$ cat config.mk
export PLATFORM = sky130hd
export DESIGN_NAME = fifo_read_ctrl
export DESIGN_NICKNAME = d
export VERILOG_FILES = /design/src/rtl/fifo_pkg.sv /design/src/rtl/fifo_out_buf.sv /design/src/rtl/fifo_read_ctrl.sv
export SDC_FILE = /design/constraint.sdc
export NUM_CORES = 1
export LEC_CHECK = 0
export ABC_AREA = 1
export BUFFER_PORTS_ARGS = -buffer_cell sky130_fd_sc_hd__clkbuf_2
export CORE_ASPECT_RATIO = 0.5
export CORE_MARGIN = 2
export CORE_UTILIZATION = 41
export CTS_CLUSTER_DIAMETER = 80
export DETAILED_ROUTE_END_ITERATION = 12
export HOLD_SLACK_MARGIN = 0.12
export SETUP_SLACK_MARGIN = 0.1
export SKIP_CTS_REPAIR_TIMING = 1
export SLEW_MARGIN = 20
export SYNTH_ARGS = -nofsm -noshare
export SYNTH_HDL_FRONTEND = slang
export SYNTH_HIERARCHICAL = 1
export SYNTH_SLANG_ARGS = --single-unit
$ cat constraint.sdc
create_clock -name rclk -period 3.9 [get_ports rclk]
set_clock_uncertainty 0.05 [all_clocks]
set_input_delay 0.39 -clock rclk [delete_from_list [all_inputs] [get_ports rclk]]
set_output_delay 0.39 -clock rclk [all_outputs]
set_load 0.02 [all_outputs]
$ cat src/rtl/fifo_pkg.sv
// Shared definitions for the asynchronous FIFO: pointer widths, the output
// buffer depth and the Gray/binary conversion helpers used by both the read-
// and write-side controllers.
package fifo_pkg;

  // Default memory address width; pointers carry one extra wrap bit.
  localparam int ADDRSIZE_DFLT = 3;
  localparam int PTRW          = ADDRSIZE_DFLT + 1;

  // Output skid buffer depth on the read side.
  localparam int BUF_DEPTH = 2;

  // Conversion helpers work on a wide word so any pointer width up to GRAYW
  // can use them; callers zero-extend on the way in and truncate on the way out.
  localparam int GRAYW = 16;
  typedef logic [GRAYW-1:0] gray_word_t;

  function automatic gray_word_t bin2gray(input gray_word_t bin);
    return bin ^ (bin >> 1);
  endfunction

  function automatic gray_word_t gray2bin(input gray_word_t gray);
    gray_word_t bin;
    bin[GRAYW-1] = gray[GRAYW-1];
    for (int i = GRAYW - 2; i >= 0; i--) begin
      bin[i] = bin[i+1] ^ gray[i];
    end
    return bin;
  endfunction

endpackage

$ cat src/rtl/fifo_out_buf.sv
// Two-entry skid buffer on the read side. A word arriving from memory (push)
// is visible on o_data in the same cycle when the buffer is empty, so a word
// can reach the consumer one cycle after the memory read is issued. A word
// that is not taken that cycle is stored, so o_data stays steady under
// backpressure.
module fifo_out_buf
  import fifo_pkg::*;
#(
  parameter int DATAW = 8
) (
  input  logic             clk,
  input  logic             rst,
  input  logic             i_push,
  input  logic [DATAW-1:0] i_push_data,
  input  logic             i_pop,
  output logic [DATAW-1:0] o_data,
  output logic [1:0]       o_count,
  output logic             o_valid
);

  localparam logic [1:0] FULL_CNT = 2'(BUF_DEPTH);

  logic [DATAW-1:0] r_head;
  logic [DATAW-1:0] r_tail;
  logic [1:0]       r_count;
  logic             w_stored;

  assign w_stored = (r_count != 2'd0);
  assign o_count  = r_count;
  assign o_valid  = w_stored | i_push;

  // Head of the queue: a stored word wins, otherwise the word arriving now.
  always_comb begin
    o_data = r_head;
    if (w_stored) begin
      o_data = r_head;
    end else if (i_push) begin
      o_data = i_push_data;
    end else begin
      o_data = r_head;
    end
  end

  // Storage update for push, pop, or both at once with order preserved.
  always_ff @(posedge clk or posedge rst) begin
    if (rst) begin
      r_head  <= {DATAW{1'b0}};
      r_tail  <= {DATAW{1'b0}};
      r_count <= 2'd0;
    end else begin
      case ({i_push, i_pop})
        2'b10: begin
          if (r_count == 2'd0) begin
            r_head  <= i_push_data;
            r_count <= 2'd1;
          end else if (r_count == 2'd1) begin
            r_tail  <= i_push_data;
            r_count <= FULL_CNT;
          end else begin
            r_count <= r_count;
          end
        end
        2'b01: begin
          if (r_count != 2'd0) begin
            r_head  <= r_tail;
            r_count <= r_count - 2'd1;
          end else begin
            r_count <= r_count;
          end
        end
        2'b11: begin
          // Empty: the arriving word goes straight to the consumer.
          if (r_count == 2'd1) begin
            r_head <= i_push_data;
          end else if (r_count == 2'd2) begin
            r_head <= r_tail;
            r_tail <= i_push_data;
          end else begin
            r_count <= r_count;
          end
        end
        default: begin
          r_count <= r_count;
        end
      endcase
    end
  end

endmodule

$ cat src/rtl/fifo_read_ctrl.sv
// Read-side controller of the asynchronous FIFO (read clock domain only).
// Keeps the binary/Gray read pointer, decides when to issue a memory read,
// tracks the word in flight from memory and reports fill level to the consumer.
module fifo_read_ctrl
  import fifo_pkg::*;
#(
  parameter int ADDRSIZE  = 3,
  parameter int DATAW     = 8,
  parameter int AEMPTY_TH = 2
) (
  input  logic                rclk,
  input  logic                rrst,
  input  logic [ADDRSIZE:0]   sync_wptr,
  output logic [ADDRSIZE:0]   rptr,
  output logic [ADDRSIZE-1:0] raddr,
  output logic                ren,
  input  logic [DATAW-1:0]    rdata_mem,
  output logic [DATAW-1:0]    rd_data,
  output logic                rd_valid,
  input  logic                rd_ready,
  output logic                rempty,
  output logic                raempty,
  output logic [ADDRSIZE+1:0] rlevel
);

  localparam int RPTRW = ADDRSIZE + 1;
  localparam int LVLW  = ADDRSIZE + 2;

  logic [RPTRW-1:0] r_rbin;
  logic [RPTRW-1:0] r_rptr;
  logic             r_inflight;

  logic [RPTRW-1:0] w_wbin;
  logic [RPTRW-1:0] w_rbin_nxt;
  logic [RPTRW-1:0] w_rgray_nxt;
  logic [RPTRW-1:0] w_mem_count;
  logic             w_mem_empty;
  logic             w_pop;
  logic             w_ren;
  logic             w_buf_valid;
  logic [1:0]       w_buf_cnt;
  logic [2:0]       w_occ;
  logic [DATAW-1:0] w_buf_data;
  logic [LVLW-1:0]  w_level;

  // Words in memory: synchronized write pointer minus read pointer, modulo
  // the pointer range, so multi-count jumps of the writer need no care.
  assign w_wbin      = RPTRW'(gray2bin({{(GRAYW-RPTRW){1'b0}}, sync_wptr}));
  assign w_mem_count = w_wbin - r_rbin;
  assign w_mem_empty = (r_rptr == sync_wptr);

  // Read only when the word will have a buffer slot after this cycle's pop;
  // this bounds words pulled out of memory to BUF_DEPTH beyond those consumed.
  assign w_pop = w_buf_valid & rd_ready;
  assign w_occ = {1'b0, w_buf_cnt} + {2'b00, r_inflight} - {2'b00, w_pop};
  assign w_ren = !w_mem_empty && (w_occ < 3'(BUF_DEPTH));

  assign w_rbin_nxt  = r_rbin + {{(RPTRW-1){1'b0}}, 1'b1};
  assign w_rgray_nxt = RPTRW'(bin2gray({{(GRAYW-RPTRW){1'b0}}, w_rbin_nxt}));

  assign w_level = LVLW'(w_mem_count) + LVLW'(r_inflight) + LVLW'(w_buf_cnt);

  // Read pointer (binary and Gray kept in lockstep) and the in-flight flag.
  always_ff @(posedge rclk or posedge rrst) begin
    if (rrst) begin
      r_rbin     <= {RPTRW{1'b0}};
      r_rptr     <= {RPTRW{1'b0}};
      r_inflight <= 1'b0;
    end else begin
      r_inflight <= w_ren;
      if (w_ren) begin
        r_rbin <= w_rbin_nxt;
        r_rptr <= w_rgray_nxt;
      end else begin
        r_rbin <= r_rbin;
        r_rptr <= r_rptr;
      end
    end
  end

  fifo_out_buf #(
    .DATAW(DATAW)
  ) u_out_buf (
    .clk        (rclk),
    .rst        (rrst),
    .i_push     (r_inflight),
    .i_push_data(rdata_mem),
    .i_pop      (w_pop),
    .o_data     (w_buf_data),
    .o_count    (w_buf_cnt),
    .o_valid    (w_buf_valid)
  );

  assign rptr     = r_rptr;
  assign raddr    = r_rbin[ADDRSIZE-1:0];
  assign ren      = w_ren;
  assign rd_data  = w_buf_data;
  assign rd_valid = w_buf_valid;
  assign rempty   = !w_buf_valid;
  assign rlevel   = w_level;
  assign raempty  = (w_level <= LVLW'(AEMPTY_TH));

endmodule

After elaboration in Yosys (flattened, before gate mapping)
Index checks and enable logic that the tools add are counted.
Word-level totals
  output and inout bits: 24
  bits of input ports: 15
  flip-flop bits (word level): 27
  logic and storage cells: 62
Cells by class
  equal/unequal tests: 14
  magnitude comparators: 2
  reductions and logical operators: 11
  $add $sub $neg: 7
  mux-type cells: 16
  bitwise logic cells: 6
Operator list (number)
  8-bit two-way mux: 10
  8-bit one-hot mux with 3 select lines: 1
  8-bit one-hot mux with 2 select lines: 1
  2-bit by 1-bit != test with 1-bit output (second input constant): 4
  2-bit equality test (second input constant): 3
  2-bit two-way mux: 3
  3-bit by 1-bit != test with 1-bit output (second input constant): 2
  2-bit nonzero test: 3
  4-bit by 1-bit adder with 5-bit output: 1
  5-bit by 2-bit adder with 5-bit output: 1
  5-bit by 2-bit less-or-equal comparator with 1-bit output (second input constant): 1
  5-bit AND reduction: 1
  4-bit by 1-bit adder with 4-bit output (second input constant): 1
  2-bit by 1-bit equality test with 1-bit output (second input constant): 2
  4-bit equality test: 1
  2-bit != test (second input constant): 2
  2-bit one-hot mux with 2 select lines: 1
  4-bit AND reduction: 1
  4-bit subtractor: 1
  4-bit by 3-bit XOR with 4-bit output: 1
  2-bit by 1-bit adder with 3-bit output: 1
  3-bit by 2-bit < comparator with 1-bit output (second input constant): 1
  3-bit AND reduction: 1
  3-bit nonzero test: 1
  other kinds (8): 11

Longest topological paths before layout
Gate-level depths: netlist of run 1.
  depth after elaboration: 7
  gate-level depth with buffers: 16
  depth with buffers taken out: 16

Cells and area by module
Netlist of run 1, hierarchy kept.
Modules (own cells, without submodules)
  fifo_out_buf: area an instance 1167.4 um2, instances 1, cells an instance 164, sequential area each 450.4 um2
  fifo_read_ctrl: area an instance 882.1 um2, instances 1, cells an instance 126, sequential area each 200.2 um2

Worst setup path after synthesis of run 1
Ideal clock, no wire load.
  path kind: reg2out
  start: register u_out_buf.r_count[1], in the netlist u_out_buf/o_count[1]
  end: output port ren
  data required time: 3460 ps
  arrival time: 2799 ps
  path slack: 661 ps
  path buffers: 0
  stages on the path, launching flop included: 13
  cells stage by stage: dfrtp_1 inv_1 ha_1 nand2_2 nand2_1 inv_1 ha_1 or2_2 fa_1 o21ai_2 a21oi_4 nand2_4 inv_1
On the way
  cells in the longest elaborated chain, start to end: 6
  elaborated cells on any way between the ends: 7
  classes of those cells: 2 x add/sub; 1 x order compare; 2 x bitwise; 2 x reduce/logical
RTL lines
  start, declared: RTL line fifo_out_buf.sv:25  | logic [1:0] r_count;
  start signal, assigned: RTL line fifo_out_buf.sv:60  | r_count <= r_count;
  start signal, assigned: RTL line fifo_out_buf.sv:66  | r_count <= r_count - 2'd1;
  start signal, assigned: RTL line fifo_out_buf.sv:68  | r_count <= r_count;
  2-bit nonzero test: RTL line fifo_out_buf.sv:28  | assign w_stored = (r_count != 2'd0);
  1-bit bitwise OR: RTL line fifo_out_buf.sv:30  | assign o_valid = w_stored | i_push;
  via rd_valid: RTL line fifo_read_ctrl.sv:19  | output logic rd_valid,
  1-bit bitwise AND: RTL line fifo_read_ctrl.sv:54  | assign w_pop = w_buf_valid & rd_ready;
  via w_pop: RTL line fifo_read_ctrl.sv:38  | logic w_pop;
  3-bit by 1-bit subtractor with 3-bit output: RTL line fifo_read_ctrl.sv:55  | assign w_occ = {1'b0, w_buf_cnt} + {2'b00, r_inflight} - {2'b00, w_pop};
  3-bit by 2-bit < comparator with 1-bit output: RTL line fifo_read_ctrl.sv:56  | assign w_ren = !w_mem_empty && (w_occ < 3'(BUF_DEPTH));
  1-bit logical AND: RTL line fifo_read_ctrl.sv:56
  end, declared: RTL line fifo_read_ctrl.sv:16  | output logic ren,
The timed path passes the listed nets, and every way through them passes these cells.

Worst setup path in the final report of run 1
  start: register u_out_buf.r_count[1], in the netlist u_out_buf/o_count[1]
  end: output port ren
On the way
  cells in the longest elaborated chain, start to end: 6
  elaborated cells on any way between the ends: 7
  classes of those cells: 2 x add/sub; 1 x order compare; 2 x bitwise; 2 x reduce/logical
RTL lines (RTL line)
  2-bit nonzero test: fifo_out_buf.sv:28
  1-bit bitwise OR: fifo_out_buf.sv:30
  1-bit bitwise AND: fifo_read_ctrl.sv:54
  via w_pop: fifo_read_ctrl.sv:38
  3-bit by 1-bit subtractor with 3-bit output: fifo_read_ctrl.sv:55
  3-bit by 2-bit < comparator with 1-bit output: fifo_read_ctrl.sv:56
  1-bit logical AND: fifo_read_ctrl.sv:56
The timed path passes the listed nets, and every way through them passes these cells.

==> results.json, run 1 <==
{
  "synth_cell_types": 27,
  "syn-num-nets": 319,
  "grt_max_degree": 19,
  "ant_nets": 0,
  "crit_top_cell": "inv_1",
  "synth_area_per_cell_um2": 7.07,
  "grt_pass1_wl_um": 7330,
  "end_kind": "output port",
  "final_nets": 362,
  "insertion_delay_ns": 0.26,
  "dr.pass1.iters": 4,
  "cts_htree_levels": 1,
  "arrival_ns": 3.13,
  "n_antenna_cell": 0,
  "numCtsBuffers": 3,
  "pre_cts_slack_ns": 0.467,
  "fin_crit_sh_pct": 91.5,
  "place.gp.congestion": 0.779,
  "rsz0062_at_grt": "false",
  "async_flop_share_pct": 100,
  "mostFrequentLayoutCells": "nand2_1 (107), inv_1 (51), clkbuf_2 (38), nand3_1 (33), dfrtp_1 (25)",
  "synthToLayoutAreaGrowth_pct": 16.5,
  "timing.critical_path.buf_inv": 5,
  "crit_family": "adder cells",
  "slew_headroom_pct": 51.9,
  "crit_chain": "inv_1 > ha_2 > nand2_2 > nand2_1 > inv_1 > ha_1 > or2_2 > fa_1 > inv_1 > o21ai_2 > a21oi_4 > nand2_4 > inv_1 > clkbuf_2",
  "fmax_ghz": 0.280,
  "finalMaxSlewViolations": 0,
  "final_hold_viol_count": 0,
  "vias_per_cell": 4.51,
  "start_util_pct": 42.1,
  "worstPathRequired_ns": 3.46,
  "ys_ff_latch": 26,
  "grt_pass1_vias": 1597,
  "fillCellCount": 521,
  "path_max_fanout": 8,
  "status": "finished clean",
  "clkTransAtPathRegs_ns": 0.09,
  "wirelength_um": 4140,
  "fin_util_pct": 49.1,
  "dieArea_mm2": 0.00561,
  "crit_type": "reg2out",
  "die_h_um": 54.0,
  "row_count": 18,
  "min_path_type": "in2reg",
  "post-dp-hpwl_um": 3290,
  "start_kind": "flop",
  "setup_tns_ns": 0,
  "dr.first_iter.drc_count": 68,
  "yosysWarnings": 6,
  "cts_max_path_buffers": 2,
  "register_area_um2": 652,
  "critical_path.max_stage_delay_ns": 0.49,
  "min_period_ns": 3.57,
  "fp.coreArea_mm2": 0.00486,
  "syn_area_mm2": 0.00205,
  "postSynthCellCount": 290,
  "antenna_found_initial": 0,
  "layout_setup_ws_ns": 0.331,
  "die_w_um": 104,
  "fin_hold_ws_ns": 0.312,
  "route.detailed.drc": 0,
  "ys_seq_area_share_pct": 31.7,
  "io-pin-count": 39,
  "wl_per_cell_um": 10.3,
  "slowest_stage": "dfrtp_2",
  "layout_commonest_cell": "nand2_1",
  "clockRootBuffer": "clkbuf_8",
  "multiInputGateArea_mm2": 0.00116,
  "cap_violations": 0,
  "tightest_slew_ns": 0.720,
  "synthFlopType": "dfrtp_1",
  "cts_tree": "done",
  "synth_edf_count": 0,
  "clock-sinks": 26,
  "setup_viol": 0,
  "drive_gt1_share_pct": 22.3,
  "grt_overflow": 0,
  "vias": 1813,
  "portBuffers": 38,
  "grt_usage_pct": 16.2
}
synthesized netlist by cell type (2+ instances only):
| master | count | area [µm²] |
|---|---|---|
| inv_1 | 51 | 191 |
| nand3b_1 | 2 | 15.0 |
| xor2_1 | 3 | 26.3 |
| nand3_1 | 33 | 165 |
| nand2_4 | 7 | 78.8 |
| nand2_1 | 107 | 402 |
| o21ai_1 | 10 | 50.1 |
| dfrtp_1 | 26 | 651 |
| inv_2 | 6 | 22.5 |
| nand2_2 | 8 | 50.1 |
| ha_1 | 10 | 125 |
| a21oi_4 | 2 | 32.5 |
| nor2_1 | 6 | 22.5 |
| nor2_8 | 2 | 40.0 |
| fa_1 | 4 | 80.1 |
| xnor2_1 | 2 | 17.5 |
layout make-up:
type                       instances  share of cell area (%)
timing repair buffer              41                    9.01
tap                               70                    3.67
clock buffer                       4                    2.31
inverter                          57                    8.96
sequential                        26                    27.3
multi-input combinational        204                    48.7
layer usage:
layer,GRT usage (%),routed length [µm],vias up
met5,0,0,-
met4,2.70,16,0
met3,2.78,188,2
met2,29.4,1820,36
met1,21.3,2110,811
li1,-,-,964
per-stage QoR:
stage / instance area, µm² / std cells
global placement: 2320 / 397
global route: 2390 / 402
floorplan: 2050 / 290
finish: 2390 / 402
detailed placement: 2320 / 397
CTS: 2370 / 401
registers in the layout (all words and copies together) (netlist names):
| register | flops |
|---|---|
| r_inflight | 1 |
| r_rbin | 4 |
| rptr | 3 |
| u_out_buf/o_count | 2 |
| u_out_buf/r_head | 8 |
| u_out_buf/r_tail | 8 |
worst paths after layout:
| kind | from | end | slack, ns | cells after the start |
|---|---|---|---|---|
| min reg2reg | u_out_buf/r_tail[0]$_DFFE_PP0P_ | u_out_buf/r_tail[0]$_DFFE_PP0P_ | 0.43 | 2 |
| max reg2reg | u_out_buf/o_count[1]$_DFFE_PP0P_ | r_rbin[0]$_DFFE_PP0P_ | 1.00 | 14 |
| min | rdata_mem[7] | u_out_buf/r_tail[7]$_DFFE_PP0P_ | 0.31 | 3 |
| max | u_out_buf/o_count[1]$_DFFE_PP0P_ | ren | 0.33 | 14 |
| min in group asynchronous | rrst | r_inflight$_DFF_PP0_ | 0.55 | 3 |
| max in group asynchronous | rrst | u_out_buf/o_count[1]$_DFFE_PP0P_ | 2.58 | 3 |
cells by family after synthesis:
kind of cell / Yosys count / synth area share, %
simple gates: 169 / 39.2
buf+inv: 60 / 11.6
flops: 26 / 31.7
compound gates: 16 / 5.31
fa+ha+maj: 14 / 10.0
xor+xnor: 5 / 2.14
worst min-delay path: stages:
cell	delay (ns)
clkbuf_2	0.09
nand3_1	0.07
nand2_1	0.05
Power of run 1 is left out: the tool's default activity adds up to more than one toggle a clock period on the data nets, which glitch-free logic cannot reach.
==> run 2: changes to the inputs <==
--- a/config.mk
+++ b/config.mk
@@ -6,12 +6,12 @@
 export NUM_CORES = 1
 export LEC_CHECK = 0
 export ABC_AREA = 1
-export BUFFER_PORTS_ARGS = -buffer_cell sky130_fd_sc_hd__clkbuf_2
 export CORE_ASPECT_RATIO = 0.5
 export CORE_MARGIN = 2
 export CORE_UTILIZATION = 41
 export CTS_CLUSTER_DIAMETER = 80
 export DETAILED_ROUTE_END_ITERATION = 12
+export DONT_BUFFER_PORTS = 1
 export HOLD_SLACK_MARGIN = 0.12
 export SETUP_SLACK_MARGIN = 0.1
 export SKIP_CTS_REPAIR_TIMING = 1
==> results.json, run 2 (synthesis results as in run 1) <==
{
  "insertion_delay_ns": 0.26,
  "end_kind": "output port",
  "wirelength_um": 4080,
  "arrival_ns": 3.09,
  "n_antenna_cell": 0,
  "crit_type": "reg2out",
  "setup_tns_ns": 0,
  "final_nets": 325,
  "vias_per_cell": 4.63,
  "layoutNonFillerInstCount": 364,
  "grt_usage_pct": 15.7,
  "min_period_ns": 3.53,
  "die_w_um": 104,
  "clkTransAtPathRegs_ns": 0.08,
  "grt_overflow": 0,
  "post-dp-hpwl_um": 3310,
  "dpl_cell_area_mm2": 0.00214,
  "post-place-cells": 360,
  "slew_headroom_pct": 50.9,
  "start_util_pct": 42.1,
  "clockRootBuffer": "clkbuf_8",
  "status": "finished clean",
  "dr.first_iter.drc_count": 65,
  "cts_htree_levels": 1,
  "io-pin-count": 39,
  "tightest_slew_ns": 0.736,
  "min_path_type": "in2async",
  "finalMaxSlewViolations": 0,
  "clock-sinks": 26,
  "place.gp.congestion": 0.781,
  "grt_max_degree": 19,
  "reg_top3": "u_out_buf/r_head: 8 flops, u_out_buf/r_tail: 8 flops, r_rbin: 4 flops",
  "drive_gt1_share_pct": 11.9,
  "antenna_found_initial": 0,
  "portBuffers": 0,
  "die_h_um": 54.0,
  "wl_per_cell_um": 11.2,
  "fp.coreArea_mm2": 0.00486,
  "dr.pass1.iters": 4,
  "start_kind": "flop",
  "path_max_fanout": 8,
  "dieArea_mm2": 0.00561,
  "postLayoutCellArea_mm2": 0.00219,
  "ant_nets": 0,
  "numCtsBuffers": 3,
  "grt_pass1_wl_um": 7080,
  "mostFrequentLayoutCells": "nand2_1 (107), inv_1 (51), nand3_1 (33), dfrtp_1 (26), o21ai_1 (10)",
  "fmax_ghz": 0.283,
  "fin_hold_ws_ns": 0.0849,
  "fillCellCount": 529,
  "grt_pass1_vias": 1583,
  "row_count": 18,
  "vias": 1684,
  "cts_max_path_buffers": 2,
  "synthToLayoutAreaGrowth_pct": 6.84,
  "setup_viol": 0,
  "layout_commonest_cell": "nand2_1",
  "cap_violations": 0,
  "cts_tree": "done",
  "fin_crit_sh_pct": 90.5,
  "final_hold_viol_count": 0,
  "route.detailed.drc": 0,
  "rsz0062_at_grt": "false",
  "worstPathRequired_ns": 3.46
}
## run 2: layout make-up
cell class              count  area [µm²]  share of cell area, %
clock buffers               3        41.3                   1.89
inverters                  57         214                   9.77
multi-input cells         204        1160                   53.1
flip-flops and latches     26         651                   29.7
well taps                  70        87.6                   4.00
repair buffers              4        32.5                   1.49
## run 2: worst paths after layout
check | startpoint | endpoint | slack [ns] | depth (start not counted)
hold / removal | rrst | u_out_buf/r_head[5]$_DFFE_PP0P_ | 0.08 | 1
setup reg to reg | u_out_buf/o_count[0]$_DFFE_PP0P_ | r_inflight$_DFF_PP0_ | 0.93 | 13
max in group asynchronous | rrst | r_inflight$_DFF_PP0_ | 3.12 | 2
min in group rclk | rdata_mem[3] | u_out_buf/r_tail[3]$_DFFE_PP0P_ | 0.21 | 2
hold reg to reg | u_out_buf/r_tail[3]$_DFFE_PP0P_ | u_out_buf/r_tail[3]$_DFFE_PP0P_ | 0.43 | 2
setup / recovery | u_out_buf/o_count[0]$_DFFE_PP0P_ | ren | 0.37 | 13
## run 2: stage by stage
step	worst slack (ns)	util, %
floorplan	0.661	-
global placement	0.629	43.9
detailed placement	0.562	43.9
CTS	0.265	44.8
global route	0.130	45.0
finish	0.372	45.0
## run 2: per-layer routing
| layer | track usage (%) | part of all wire, % |
|---|---|---|
| met5 | 0 | 0 |
| met4 | 2.03 | 0.39 |
| met3 | 4.00 | 4.2 |
| met2 | 28.5 | 45 |
| met1 | 20.0 | 51 |
## run 2: critical path, cell delays in order (launching register included)
cell and delay, ns:
dfrtp_1 0.45, inv_1 0.11, ha_2 0.25, nand2_2 0.16, nand2_1 0.11, inv_1 0.06, ha_1 0.27, or2_2 0.30
fa_1 0.36, inv_1 0.13, o21ai_2 0.08, a21oi_4 0.24, nand2_4 0.11, inv_1 0.18
Power of run 2 is left out for the same reason.
==> run 3: changes to the inputs <==
--- a/config.mk
+++ b/config.mk
@@ -13,6 +13,7 @@
 export DETAILED_ROUTE_END_ITERATION = 12
 export DONT_BUFFER_PORTS = 1
 export HOLD_SLACK_MARGIN = 0.12
+export RECOVER_POWER = 100
 export SETUP_SLACK_MARGIN = 0.1
 export SKIP_CTS_REPAIR_TIMING = 1
 export SLEW_MARGIN = 20
==> results.json, run 3 (synthesis results as in run 1) <==
{
  "dieArea_mm2": 0.00561,
  "dr.first_iter.drc_count": 55,
  "cap_violations": 0,
  "slowest_stage": "dfrtp_1",
  "route.detailed.drc": 0,
  "clockRootBuffer": "clkbuf_8",
  "min_path_type": "in2async",
  "cts_max_path_buffers": 2,
  "cts_htree_levels": 1,
  "timing.rr.end": "r_inflight$_DFF_PP0_",
  "reg_top3": "u_out_buf/r_head: 8 flops, u_out_buf/r_tail: 8 flops, r_rbin: 4 flops",
  "critical_path.max_stage_delay_ns": 0.45,
  "arrival_ns": 3.08,
  "setup_viol": 0,
  "min_period_ns": 3.52,
  "clkTransAtPathRegs_ns": 0.08,
  "synthToLayoutAreaGrowth_pct": 4.76,
  "grt_usage_pct": 15.7,
  "crit_family": "adder cells",
  "crit_chain": "inv_1 > ha_2 > nand2_2 > nand2_1 > inv_1 > ha_1 > or2_2 > fa_1 > inv_1 > o21ai_2 > a21oi_4 > nand2_4 > inv_1",
  "fin_crit_sh_pct": 90.3,
  "r2r_cells": 13,
  "rr_startpoint": "u_out_buf/o_count[0]$_DFFE_PP0P_",
  "mostFrequentLayoutCells": "nand2_1 (112), inv_1 (51), nand3_1 (33), dfrtp_1 (26), o21ai_0 (10)",
  "grt_pass1_wl_um": 7080,
  "n_antenna_cell": 0,
  "finalMaxSlewViolations": 0,
  "path_max_fanout": 8,
  "worstPathRequired_ns": 3.46,
  "die_w_um": 104,
  "insertion_delay_ns": 0.26,
  "vias_per_cell": 4.64,
  "setup_tns_ns": 0,
  "timing.critical_path.buf_inv": 4,
  "crit_type": "reg2out",
  "grt_max_degree": 19,
  "dr.pass1.iters": 4,
  "tightest_slew_ns": 0.738,
  "fp.coreArea_mm2": 0.00486,
  "grt_overflow": 0,
  "portBuffers": 0,
  "vias": 1689,
  "slew_headroom_pct": 50.8,
  "layout_commonest_cell": "nand2_1",
  "clock-sinks": 26,
  "wl_per_cell_um": 11.3,
  "ant_nets": 0,
  "row_count": 18,
  "cts_tree": "done",
  "numCtsBuffers": 3,
  "end_kind": "output port",
  "grt_pass1_vias": 1583,
  "status": "finished clean",
  "post-dp-hpwl_um": 3310,
  "start_util_pct": 42.1,
  "rsz0062_at_grt": "false",
  "cp-startpoint": "u_out_buf/o_count[0]$_DFFE_PP0P_",
  "io-pin-count": 39,
  "final_hold_viol_count": 0,
  "drive_gt1_share_pct": 9.18,
  "fmax_ghz": 0.284,
  "reg2reg_setup_slack_ns": 0.93,
  "wirelength_um": 4110,
  "antenna_found_initial": 0,
  "final_nets": 325,
  "die_h_um": 54.0,
  "crit_top_cell": "inv_1",
  "place.gp.congestion": 0.781,
  "start_kind": "flop"
}
run 3: layer usage:
metal	track usage (%)	part of all wire, %	vias up
li1	-	-	883
met4	2.03	0.39	0
met5	0	0	-
met3	4.00	4.8	2
met2	28.5	44	35
met1	20.0	50	769
run 3: final cells by class:
type	instances	area [µm²]
clock buffer	3	41.3
fill	538	2720
sequential	26	651
tap	70	87.6
timing repair buffer	4	28.8
multi-input combinational	204	1120
inverter	57	214
run 3: metrics by stage:
stage	utilization [%]	worst slack (ns)	cells	area [µm²]	hold slack, ns
after floorplan	-	0.661	290	2050	0.156
after global placement	43.9	0.629	360	2140	0.185
after detailed placement	43.9	0.562	360	2140	0.190
after CTS	44.8	0.265	363	2180	-0.101
after global routing	44.1	0.134	364	2150	0.127
final	44.1	0.377	364	2150	0.0860
run 3: worst max-delay path by stage:
| stage | cells past startpoint | to | slack [ns] |
|---|---|---|---|
| CTS | 13 | ren | 0.26 |
| floorplan | 12 | ren | 0.66 |
| detailed placement | 13 | ren | 0.56 |
| global placement | 13 | raempty | 0.63 |
| global route | 13 | ren | 0.13 |
| finish | 13 | ren | 0.38 |
Power of run 3 is left out for the same reason.
